<file path="config.mk">
export PLATFORM = sky130hd
export DESIGN_NAME = dac_spi_tx
export DESIGN_NICKNAME = d
export VERILOG_FILES = /design/src/rtl/dac_spi_pkg.sv /design/src/rtl/dac_spi_tx_halfper_tick.sv /design/src/rtl/dac_spi_tx.sv
export SDC_FILE = /design/constraint.sdc
export NUM_CORES = 1
export LEC_CHECK = 0
export CORE_MARGIN = 2
export CORE_UTILIZATION = 34
export CTS_CLUSTER_DIAMETER = 50
export DETAILED_ROUTE_END_ITERATION = 8
export GPL_ROUTABILITY_DRIVEN = 0
export GPL_TIMING_DRIVEN = 0
export PLACE_DENSITY_LB_ADDON = 0.2
export SYNTH_ARGS = -nofsm -noshare
export SYNTH_HDL_FRONTEND = slang
export SYNTH_HIERARCHICAL = 1
export SYNTH_SLANG_ARGS = --single-unit
</file>
<file path="constraint.sdc">
create_clock -name clk -period 2.1 [get_ports clk]
set_clock_uncertainty 0.15 [all_clocks]
set_input_delay 0.42 -clock clk [delete_from_list [all_inputs] [get_ports clk]]
set_output_delay 0.42 -clock clk [all_outputs]
set_load 0.03 [all_outputs]
</file>
<file path="src/rtl/dac_spi_pkg.sv">
// Shared types and constants for the DAC SPI transmitter.
package dac_spi_pkg;

    typedef enum logic [2:0] {IDLE, SETUP, SHIFT, HOLD, GAP} state_t;

    localparam int FRAME_BITS = 16;
    localparam logic [3:0] DAC_CMD_DEFAULT = 4'b0011;

    // The command nibble sits on top, with four don't-care zeros below the code.
    function automatic logic [FRAME_BITS-1:0] build_frame(input logic [3:0] cmd,
                                                          input logic [7:0] code);
        return {cmd, code, 4'b0000};
    endfunction

endpackage

</file>
<file path="src/rtl/dac_spi_tx_halfper_tick.sv">
// One-cycle tick every CLK_DIV enabled cycles, marking the end of an SCLK half-period.
module spi_halfper_tick #(
    parameter int CLK_DIV = 5
) (
    input  logic clk,
    input  logic reset,
    input  logic clear,
    input  logic enable,
    output logic tick
);

    localparam int CNT_W = (CLK_DIV > 1) ? $clog2(CLK_DIV) : 1;

    logic [CNT_W-1:0] cnt_q;
    logic [CNT_W-1:0] cnt_d;

    assign tick = enable && (cnt_q == CNT_W'(CLK_DIV - 1));

    always_comb begin
        cnt_d = cnt_q;
        if (clear) begin
            cnt_d = '0;
        end else if (enable) begin
            cnt_d = tick ? '0 : cnt_q + 1'b1;
        end
    end

    always_ff @(posedge clk) begin
        if (reset) begin
            cnt_q <= '0;
        end else begin
            cnt_q <= cnt_d;
        end
    end

endmodule

</file>
<file path="src/rtl/dac_spi_tx.sv">
// SPI mode-0 master writing one 16-bit command frame to the DAC per rising edge of spi_start.
// Optional macro SKIP_REPEAT_EN suppresses frames that would resend the last completed code.
module dac_spi_tx
    import dac_spi_pkg::*;
#(
    parameter int         CLK_DIV      = 5,
    parameter int         CS_SETUP_CYC = 2,
    parameter int         CS_HOLD_CYC  = 2,
    parameter int         CS_GAP_CYC   = 4,
    parameter logic [3:0] DAC_CMD      = DAC_CMD_DEFAULT
) (
    input  logic       clk,
    input  logic       reset,
    input  logic       spi_start,
    input  logic [7:0] voltage,
    output logic       sclk,
    output logic       mosi,
    output logic       cs_n,
    output logic       busy,
    output logic       done
);

    localparam int CNT_MAX = (CS_SETUP_CYC > CS_HOLD_CYC)
                           ? ((CS_SETUP_CYC > CS_GAP_CYC) ? CS_SETUP_CYC : CS_GAP_CYC)
                           : ((CS_HOLD_CYC > CS_GAP_CYC) ? CS_HOLD_CYC : CS_GAP_CYC);
    localparam int CNT_W = (CNT_MAX > 1) ? $clog2(CNT_MAX) : 1;

    state_t                state_q, state_d;
    logic [CNT_W-1:0]      cnt_q, cnt_d;
    logic [3:0]            bit_q, bit_d;
    logic [FRAME_BITS-1:0] frame_q, frame_d;
    logic                  sclk_q, sclk_d;
    logic                  mosi_q, mosi_d;
    logic                  cs_n_q, cs_n_d;
    logic                  busy_q, busy_d;
    logic                  done_q, done_d;
    logic                  start_q, start_d;

    logic                  start_edge;
    logic                  launch;
    logic                  tick;
    logic                  tick_clear;
    logic [FRAME_BITS-1:0] frame_new;

`ifdef SKIP_REPEAT_EN
    logic [7:0] last_code_q, last_code_d;
    logic [7:0] pend_code_q, pend_code_d;
    logic       code_valid_q, code_valid_d;
`endif

    assign start_edge = spi_start & ~start_q;
    assign frame_new  = build_frame(DAC_CMD, voltage);

    spi_halfper_tick #(.CLK_DIV(CLK_DIV)) u_tick (
        .clk    (clk),
        .reset  (reset),
        .clear  (tick_clear),
        .enable (state_q == SHIFT),
        .tick   (tick)
    );

    always_comb begin
        state_d    = state_q;
        cnt_d      = cnt_q;
        bit_d      = bit_q;
        frame_d    = frame_q;
        sclk_d     = sclk_q;
        mosi_d     = mosi_q;
        cs_n_d     = cs_n_q;
        busy_d     = busy_q;
        done_d     = 1'b0;
        start_d    = spi_start;
        launch     = 1'b0;
        tick_clear = 1'b0;
`ifdef SKIP_REPEAT_EN
        last_code_d  = last_code_q;
        pend_code_d  = pend_code_q;
        code_valid_d = code_valid_q;
`endif

        case (state_q)
            IDLE: begin
                busy_d = 1'b0;
                launch = start_edge;
`ifdef SKIP_REPEAT_EN
                // A repeat of the last delivered code only acknowledges, the DAC already holds it.
                if (start_edge && code_valid_q && (voltage == last_code_q)) begin
                    launch = 1'b0;
                    busy_d = 1'b1;
                    done_d = 1'b1;
                end
                if (launch) begin
                    pend_code_d = voltage;
                end
`endif
                if (launch) begin
                    frame_d = frame_new;
                    mosi_d  = frame_new[FRAME_BITS-1];
                    cs_n_d  = 1'b0;
                    busy_d  = 1'b1;
                    cnt_d   = '0;
                    bit_d   = '0;
                    state_d = SETUP;
                end
            end

            SETUP: begin
                if (cnt_q == CNT_W'(CS_SETUP_CYC - 1)) begin
                    cnt_d      = '0;
                    tick_clear = 1'b1;
                    state_d    = SHIFT;
                end else begin
                    cnt_d = cnt_q + 1'b1;
                end
            end

            SHIFT: begin
                // Data moves only on the falling transition so it is stable at each rise.
                if (tick) begin
                    if (!sclk_q) begin
                        sclk_d = 1'b1;
                    end else if (bit_q == 4'd15) begin
                        sclk_d  = 1'b0;
                        mosi_d  = 1'b0;
                        cnt_d   = '0;
                        state_d = HOLD;
                    end else begin
                        sclk_d  = 1'b0;
                        bit_d   = bit_q + 1'b1;
                        frame_d = {frame_q[FRAME_BITS-2:0], 1'b0};
                        mosi_d  = frame_q[FRAME_BITS-2];
                    end
                end
            end

            HOLD: begin
                if (cnt_q == CNT_W'(CS_HOLD_CYC - 1)) begin
                    cs_n_d  = 1'b1;
                    done_d  = 1'b1;
                    cnt_d   = '0;
                    state_d = GAP;
`ifdef SKIP_REPEAT_EN
                    last_code_d  = pend_code_q;
                    code_valid_d = 1'b1;
`endif
                end else begin
                    cnt_d = cnt_q + 1'b1;
                end
            end

            GAP: begin
                if (cnt_q == CNT_W'(CS_GAP_CYC - 1)) begin
                    busy_d  = 1'b0;
                    cnt_d   = '0;
                    state_d = IDLE;
                end else begin
                    cnt_d = cnt_q + 1'b1;
                end
            end

            default: state_d = IDLE;
        endcase
    end

    // start_q resets high so a request level held through reset is not seen as an edge.
    always_ff @(posedge clk) begin
        if (reset) begin
            state_q <= IDLE;
            cnt_q   <= '0;
            bit_q   <= '0;
            frame_q <= '0;
            sclk_q  <= 1'b0;
            mosi_q  <= 1'b0;
            cs_n_q  <= 1'b1;
            busy_q  <= 1'b0;
            done_q  <= 1'b0;
            start_q <= 1'b1;
`ifdef SKIP_REPEAT_EN
            last_code_q  <= 8'h00;
            pend_code_q  <= 8'h00;
            code_valid_q <= 1'b0;
`endif
        end else begin
            state_q <= state_d;
            cnt_q   <= cnt_d;
            bit_q   <= bit_d;
            frame_q <= frame_d;
            sclk_q  <= sclk_d;
            mosi_q  <= mosi_d;
            cs_n_q  <= cs_n_d;
            busy_q  <= busy_d;
            done_q  <= done_d;
            start_q <= start_d;
`ifdef SKIP_REPEAT_EN
            last_code_q  <= last_code_d;
            pend_code_q  <= pend_code_d;
            code_valid_q <= code_valid_d;
`endif
        end
    end

    assign sclk = sclk_q;
    assign mosi = mosi_q;
    assign cs_n = cs_n_q;
    assign busy = busy_q;
    assign done = done_q;

endmodule

</file>
==> results of run 1 <==
worst register-to-register path: cells and delay by family, from the launching register on:
| kind | cells | cell delay, ps |
|---|---|---|
| compound gates | 2 | 230 |
| simple gates | 4 | 1000 |
| flops | 1 | 320 |
| buf+inv | 2 | 230 |
cells by family (layout without fill, tap and decap cells):
logic type	after synthesis	after routing	share of synthesized area, %
AND/OR/NAND/NOR	49	49	20.83
AO/OA/AOI/OAI	46	46	21.63
flip-flops	29	29	41.13
buffers and inverters	12	40	4.167
multiplexers	8	8	5.674
adder cells (fa/ha/maj)	6	6	5.319
XOR/XNOR	2	2	1.241
power breakdown:
| group | total (mW) | internal, mW | switching [mW] |
|---|---|---|---|
| Combinational | 0.105 | 0.0504 | 0.0546 |
| Clock | 0.507 | 0.296 | 0.212 |
| Sequential | 0.577 | 0.566 | 0.0112 |
| Total | 1.19 | 0.912 | 0.277 |
routing by layer:
| layer | share of wire (%) | vias to the layer above | global-route usage [%] |
|---|---|---|---|
| li1 | - | 616 | - |
| met1 | 47 | 559 | 20.32 |
| met2 | 48 | 17 | 25.60 |
| met3 | 3.4 | 4 | 4.934 |
| met4 | 0.96 | 0 | 5.250 |
| met5 | 0 | - | 0 |
layout make-up:
| type | instances | area share (%) |
|---|---|---|
| plain buffers | 6 | 2.235 |
| inverters | 6 | 1.257 |
| multi-input cells | 111 | 44.48 |
| repair buffers | 20 | 10.47 |
| clock inverters | 1 | 0.2793 |
| well taps | 50 | 3.492 |
| clock buffers | 7 | 5.377 |
| flip-flops and latches | 29 | 32.40 |
timing repair:
item / 4_1_cts / 5_1_grt
buffers inserted: 2 / 3
gates resized for setup: 4 / 2
endpoints found under the setup margin: 16 / 7
pin swaps: 0 / 2
stage by stage:
stage	setup WS [ps]	power [mW]	std cells	utilization, %	setup TNS (ps)
4_1_cts	0.9976	1.207	227	44.04	0
3_5_place_dp	-214.2	0.6913	217	40.60	-2141
5_1_grt	1.117	1.250	230	44.79	0
2_1_floorplan	53.51	0.6491	152	-	0
6_report	77.29	1.189	230	44.79	0
3_3_place_gp	-141.7	0.6878	217	40.60	-1387
sequential cells by signal (all words and copies together), names as in the netlist:
name,cells
done,1
state_q,3
mosi,1
u_tick/cnt_q,3
sclk,1
bit_q,4
cs_n,1
frame_q,11
busy,1
cnt_q,2
start_q,1
layout by cell type, fill, tap and decap left out, types with 5 or more instances in the layout:
master and count:
a211oi_1 9, a21oi_1 15, buf_4 5, clkbuf_8 7
clkdlybuf4s50_1 15, dfxtp_1 29, ha_1 6, inv_1 6
mux2i_1 8, nand2_1 10, nand3_1 5, nor2_1 6
nor3_1 5, o21ai_0 9
final timing paths:
check / start / end / slack (ps) / cells after the start
worst min register to register: frame_q[13] / frame_q[14] / 310 / 2
worst min-delay path: frame_q[13] / frame_q[14] / 310 / 2
worst max-delay path: sclk / sclk / 80 / 1
worst max register to register: state_q[1] / bit_q[2] / 100 / 8
==> impl_results.md, run 1 <==
* Footprint of the multi-input gates at 797.0 um^2
* Setup Crit Path Kind: flop to output pin
* Final Max Tran Viols at 0
* Vias at 1,196
* Mapped Area at 0.001411 mm^2
* Nets@finish at 196
* Clk sinks at 29
* Share of cells above drive strength 1 at 17.78%
* Fin crit share at 96.32%
* Sequential share of the synthesized area at 41.13%
* Final number of setup-violating endpoints at 0
* Commonest cells in the netlist: dfxtp_1, a21oi_1, nand2_1, a211oi_1, o21ai_0
* # IOs at 16
* CP max-delay cell: clkdlybuf4s50_1
* Mapped Cells at 152
* Seq cells post-synth at 29
* Min-delay worst type: flop to flop
* Min Tclk post-route at 2023 ps
* Global-route wire length before repair at 5.506 mm
* WHS at 311.3 ps
* Peak supply drop at 0.4126 mV
* Routed wire per std cell at 14.04 um
* Synth async-reset ratio at 0%
* Largest net degree at the start of global routing at 15
* Worst Path Arrival at 1450 ps
* Post-synth top flop: dfxtp_1
* CP Data Required Time at 1530 ps
* CTS tree: yes
* Antenna Cells at 0
* CTS Buffer Depth at 2
* Vias in the first global route at 1,157
* Clock root buffer master: clkbuf_8
* Die outline area at 0.004683 mm^2
* Unrepaired setup endpoints after global routing: no
* Iteration-0 DRC Markers at 39
* DRC viols at 0
* Later-pin clock latency in the skew report at 280 ps
* Syn nets at 169
* Cell leakage power at 0.6401 nW
* Post-DP HPWL at 2.305 mm
* Status: completed
* GRT Overall Usage at 16.00%
* Via/cell ratio at 5.200
* Slew HR at 64.11%
* CP Capture Type: output pin
* Die outline width at 68.43 um
* Area leader, netlist: dfxtp_1
* Starting Density at 35.28%
* # H-tree levels at 2
* First-pass DRT Iterations at 4
* Yosys top cell area share at 41.13%
* Count of different cell masters after synthesis at 43
* Dominant cells by area after synthesis: dfxtp_1, mux2i_1, a21oi_1, ha_1, a211oi_1
* F_max at 494.4 MHz
* Layout overhead on the synthesized area at 26.95%
* EDFF count, synth at 0
* Post-DRT Antenna Nets at 0
* Chip height at 68.43 um
* CP startpoint kind: flop
* Placed cell areas at 0.001624 mm^2
* CP Cell Sequence: clkdlybuf4s50_1
* CP max stage delay at 720 ps
* Cts hold-fix bufs at 0
* Final hold violation count at 0
* YS warnings at 6
* Post-route cell area at 0.001792 mm^2
* Power per cell area at 663.9 mW/mm^2
* Most frequent cell after synthesis: dfxtp_1
* Clk slew on worst S/H paths at 60 ps
* Post-Route WL at 3.230 mm
* Initial antenna violation count at 0
* Worst path top cell family by delay: buffers and inverters
* CTS buffer count at 5
* Avg Inst Size Synth at 9.285 um^2
* Port Buf Inserts at 15
* CP bufs+invs at 1
* Max FO, Critical Path at 6
* Rows at 23
* Worst-Margin Slew at 538.3 ps
* Fillers at 388
* Grt total ovfl at 0
* Core area at 0.004000 mm^2
* Number of max-cap violations at 0
* Reg area at 580.6 um^2
Power figures use the tool's default switching activity.
==> run 2: changes to the inputs <==
--- a/config.mk
+++ b/config.mk
@@ -7,6 +7,7 @@
 export LEC_CHECK = 0
 export CORE_MARGIN = 2
 export CORE_UTILIZATION = 34
+export CTS_BUF_LIST = sky130_fd_sc_hd__clkbuf_16
 export CTS_CLUSTER_DIAMETER = 50
 export DETAILED_ROUTE_END_ITERATION = 8
 export GPL_ROUTABILITY_DRIVEN = 0
==> run 2 against run 1 <==
  * Cell count is 0.43% lower
  * Die area is the same
  * Maximum frequency grew 0.73%
  * Via count rose by 0.50%
  * Sequential power barely moved
  * Worst hold slack got worse by 2.4 ps
  * Power is 13% higher
  * Global-route usage increased by 0.38 points
==> impl_results.md, run 2 (synthesis results as in run 1) <==
* Worst setup endpoint: sclk
* Crit path from: sclk
* Layout overhead on the synthesized area at 28.99%
* WHS at 309.0 ps
* CP Data Required Time at 1530 ps
* Hold_sp: frame_q[13]
* Fin crit share at 95.62%
* Commonest non-fill, non-tap cell in the layout: dfxtp_1
* Cts hold-fix bufs at 0
* CTS Buffer Depth at 2
* Max FO, Critical Path at 6
* Antenna Cells at 0
* CTS tree: yes
* Max reg flops at 11
* Largest registers: frame_q x11, bit_q x4
* DRC viols at 0
* Nets@finish at 195
* Number of max-cap violations at 0
* Clock root buffer master: clkbuf_16
* Share of cells above drive strength 1 at 16.20%
* CP Cell Sequence: clkdlybuf4s50_1
* CP startpoint kind: flop
* Final cell utilization of the core at 45.51%
* Peak supply drop at 0.4645 mV
* Via/cell ratio at 5.249
* # IOs at 16
* Worst R2R End: bit_q[2]
* Status: completed
* R2R depth at 8
* Post-Route WL at 3.199 mm
* CP max stage delay at 720 ps
* Grt total ovfl at 0
* Commonest cells after routing, fill and taps aside: dfxtp_1, a21oi_1, clkdlybuf4s50_1
* F_max at 498.0 MHz
* Vias in the first global route at 1,166
* Initial antenna violation count at 0
* Starting Density at 35.28%
* Largest net degree at the start of global routing at 15
* Post-DP HPWL at 2.305 mm
* GRT Overall Usage at 16.38%
* First-pass DRT Iterations at 4
* Post-DRT Antenna Nets at 0
* Vias at 1,202
* CTS buffer count at 5
* Global-route wire length before repair at 5.561 mm
* Iteration-0 DRC Markers at 45
* Clk sinks at 29
* Critical R2R Launch: state_q[1]
* Pre-CTS worst setup slack at -214.2 ps
* Slew HR at 64.00%
* Final Max Tran Viols at 0
* Later-pin clock latency in the skew report at 280 ps
* Chip height at 68.43 um
* Worst path top cell family by delay: buffers and inverters
* Worst-Margin Slew at 540.0 ps
* CP max-delay cell: clkdlybuf4s50_1
* Unrepaired setup endpoints after global routing: no
* Final number of setup-violating endpoints at 0
* Cell leakage power at 0.6491 nW
* Worst Path Arrival at 1440 ps
* Die outline width at 68.43 um
* Rows at 23
* PnR worst setup slack at 91.96 ps
* Final hold violation count at 0
* R2R Setup Slk at 110 ps
* Biggest register: frame_q
* Die outline area at 0.004683 mm^2
* # H-tree levels at 2
* Routed wire per std cell at 13.97 um
* Setup Crit Path Kind: flop to output pin
* Power per cell area at 740.5 mW/mm^2
* Port Buf Inserts at 15
* CP bufs+invs at 1
* Fillers at 381
* Number of cells on the critical path at 1
* CP Capture Type: output pin
* Core area at 0.004000 mm^2
* Overall power at 1.348 mW
* Min Tclk post-route at 2008 ps
* Min-delay worst type: flop to flop
* Clk slew on worst S/H paths at 50 ps
run 2: changes by cell type in the layout (fill, tap and decap cells not counted):
cell,delta
clkinv_1,+2
clkbuf_8,-7
buf_4,-1
clkbuf_16,+5
run 2: repair_timing:
| item | in CTS | in global routing |
|---|---|---|
| setup endpoints to repair | 16 | 9 |
| setup buffers | 1 | 3 |
| gates cloned | 0 | 0 |
| resized for setup | 4 | 2 |
| pin swaps | 0 | 2 |
run 2: how the worst min path moves through the flow:
stage,end,slack [ps],depth (start not counted)
final,frame_q[14],310,2
after global routing,frame_q[14],340,2
after CTS,frame_q[14],310,2
after detailed placement,busy,310,2
after global placement,busy,300,2
after floorplan,frame_q[14],280,2
run 2: routing by layer:
metal | vias to the layer above | global-route usage (%) | part of all wire [%]
li1 | 615 | - | -
met1 | 563 | 20.12 | 48
met2 | 17 | 26.44 | 47
met3 | 7 | 4.934 | 3.7
met4 | 0 | 6.750 | 2.1
met5 | - | 0 | 0
run 2: final cells by class:
type | count | area (um^2) | share of cell area, %
buffer | 6 | 40.04 | 2.199
multi-input combinational | 111 | 797.0 | 43.78
sequential | 29 | 580.6 | 31.89
timing repair buffer | 19 | 180.2 | 9.897
tap | 50 | 62.56 | 3.436
clock inverter | 3 | 12.51 | 0.6873
inverter | 6 | 22.52 | 1.237
clock buffer | 5 | 125.1 | 6.873
run 2: power breakdown:
part           switching [mW]  leakage [nW]  internal (mW)  total (mW)
Combinational          0.0547         0.345         0.0501       0.105
Sequential             0.0112         0.235          0.567       0.579
Clock                   0.238        0.0687          0.427       0.665
run 2: per-stage QoR:
step	std cells	instance area, um^2	setup TNS, ps
6_report	229	1821	0
2_1_floorplan	152	1411	0
3_5_place_dp	217	1624	-2141
3_3_place_gp	217	1624	-1387
5_1_grt	229	1821	0
4_1_cts	226	1790	0
==> run 3: changes to the inputs <==
--- a/config.mk
+++ b/config.mk
@@ -5,6 +5,8 @@
 export SDC_FILE = /design/constraint.sdc
 export NUM_CORES = 1
 export LEC_CHECK = 0
+export ABC_AREA = 1
+export CAP_MARGIN = 30
 export CORE_MARGIN = 2
 export CORE_UTILIZATION = 34
 export CTS_BUF_LIST = sky130_fd_sc_hd__clkbuf_16
==> run 3 against run 2 <==
  * Synthesized cell count up 38%
  * Via count increased by 8.5%
  * Die area rose by 1.3%
  * Sequential share of layout area is 0.16 points higher
  * Wire length is 4.2% lower
  * Combinational power increased to 8.6 times the previous value
  * Critical path type is now flop to flop
  * Largest power group is now combinational logic
==> impl_results.md, run 3 <==
* Status: completed
* Post-route cell area at 0.001815 mm^2
* Largest net degree at the start of global routing at 15
* Commonest cells in the netlist: nand2_1, nor2_1, dfxtp_1, inv_1
* Layout overhead on the synthesized area at 26.84%
* Peak supply drop at 0.6675 mV
* # H-tree levels at 2
* Slew HR at 65.97%
* YS warnings at 6
* CP startpoint kind: flop
* Yosys top cell area share at 40.56%
* Post-DRT Antenna Nets at 0
* CP Data Required Time at 2120 ps
* R2R Setup Slk at 170 ps
* # IOs at 16
* Max reg flops at 11
* Syn nets at 227
* Port Buf Inserts at 15
* Share of cells above drive strength 1 at 11.44%
* Clk slew on worst S/H paths at 50 ps
* Depth of the worst hold-timing path at 2
* Max FO, Critical Path at 9
* Initial antenna violation count at 0
* Largest registers: frame_q x11, bit_q x4
* Biggest register: frame_q
* GRT Overall Usage at 15.21%
* Post-DP HPWL at 2.117 mm
* Starting Density at 35.53%
* Commonest cells after routing, fill and taps aside: nand2_1, nor2_1, dfxtp_1
* Final Max Tran Viols at 0
* EDFF count, synth at 0
* Hold_sp: frame_q[14]
* Clock root buffer master: clkbuf_16
* Mapped Cells at 210
* Post-synth top flop: dfxtp_1
* Die outline area at 0.004745 mm^2
* R2R depth at 11
* Cts hold-fix bufs at 0
* Number of max-cap violations at 0
* Placed cell areas at 0.001644 mm^2
* Setup Crit Path Kind: flop to flop
* Critical R2R Launch: state_q[1]
* Pre-CTS worst setup slack at -341.1 ps
* Area leader, netlist: dfxtp_1
* DRC viols at 0
* CTS Buffer Depth at 2
* Sequential share of the synthesized area at 40.56%
* Clk sinks at 29
* Grt total ovfl at 0
* Global-route wire length before repair at 5.126 mm
* Later-pin clock latency in the skew report at 280 ps
* Routed wire per std cell at 10.71 um
* Rows at 23
* PnR worst setup slack at 173.4 ps
* CP Capture Type: flop
* Cell leakage power at 0.7790 nW
* Most frequent cell after synthesis: nand2_1
* Fin crit share at 91.74%
* Commonest non-fill, non-tap cell in the layout: nand2_1
* CTS tree: yes
* Avg Inst Size Synth at 6.816 um^2
* Final number of setup-violating endpoints at 0
* Worst Hold End: mosi
* Die outline width at 68.89 um
* Dominant cells by area after synthesis: dfxtp_1, nand2_1, nor2_1, ha_1, a21oi_1
* F_max at 519.0 MHz
* Worst-Margin Slew at 510.4 ps
* Antenna Cells at 0
* Min Tclk post-route at 1927 ps
* Chip height at 68.89 um
* Power per cell area at 1271 mW/mm^2
* Core area at 0.004029 mm^2
* Iteration-0 DRC Markers at 57
* WHS at 304.9 ps
* Min-delay worst type: flop to flop
* Overall power at 2.308 mW
* First-pass DRT Iterations at 4
* Post-Route WL at 3.064 mm
* Seq cells post-synth at 29
* Worst R2R End: frame_q[10]
* CTS buffer count at 5
* Mapped Area at 0.001431 mm^2
* Count of different cell masters after synthesis at 20
* Worst Path Arrival at 1950 ps
* Nets@finish at 252
* Synth async-reset ratio at 0%
* Vias at 1,304
* Final hold violation count at 0
* Via/cell ratio at 4.559
* Vias in the first global route at 1,140
run 3: cell types whose count changed in the layout (fill, tap and decap cells not counted), sizes merged, moves of 8 or more:
| cell | change |
|---|---|
| a211oi | -10 |
| inv | +15 |
| mux2i | -8 |
| nand2 | +49 |
| nand3 | +9 |
| nor2 | +30 |
run 3: worst max-delay path: stages (launching register included):
cell and delay, ps:
dfxtp_1 300, clkbuf_4 180, inv_1 90, nor2_4 90
nand3_1 90, inv_1 80, nand2_1 70, nand3_2 120
nand4_1 230, buf_2 250, o21ai_1 120, nor2_1 50
run 3: metrics by stage:
step | TNS, ps | cells | util [%]
finish | 0 | 286 | 45.06
global route | -4.497 | 286 | 45.06
CTS | 0 | 284 | 44.57
detailed placement | -4693 | 275 | 40.81
global placement | -4891 | 275 | 40.81
floorplan | 0 | 210 | -
run 3: cell families (layout without fill, tap and decap cells):
logic type / count (synthesis) / count (layout) / share of synthesized area (%)
DFF: 29 / 29 / 40.56
adders and majority gates: 6 / 6 / 5.245
xor gates and xnor gates: 2 / 2 / 1.224
AOI/OAI and AO/OA: 25 / 25 / 8.741
buffers and inverters: 26 / 52 / 7.517
and+or+nand+nor: 122 / 122 / 36.71
run 3: where the power goes:
group	switching (mW)	total, mW	internal, mW	leakage (nW)
registers	0.0655	0.737	0.672	0.237
logic	0.562	0.902	0.341	0.467
clock network	0.240	0.668	0.428	0.0748
run 3: timing repair:
item                       CTS  global route
gates resized for setup      1             3
gates cloned                 0             1
pin swaps                    1             1
setup endpoints to repair   20             2
setup buffers                1             1
run 3: worst max-delay path by stage:
stage	from	endpoint	slack, ps	depth (start not counted)
4_1_cts	state_q[1]	frame_q[11]	160	11
5_1_grt	state_q[2]	frame_q[9]	-4	11
6_report	state_q[1]	frame_q[10]	170	11
3_5_place_dp	state_q[1]	frame_q[11]	-340	11
2_1_floorplan	state_q[1]	bit_q[2]	90	12
3_3_place_gp	state_q[1]	frame_q[11]	-350	11
run 3: metal layers:
layer / global-route usage, % / part of all wire, %
met1: 18.56 / 49
met2: 23.32 / 44
met3: 3.896 / 3.5
met4: 10.54 / 3.8
met5: 0 / 0
run 3: layout make-up:
cell class	instances	area, um^2
fill	432	2213
multi-input combinational	155	748.2
sequential	29	581.8
timing repair buffer	18	170.2
clock buffer	5	125.1
inverter	20	75.07
tap	50	62.56
buffer	6	38.79
clock inverter	3	13.76
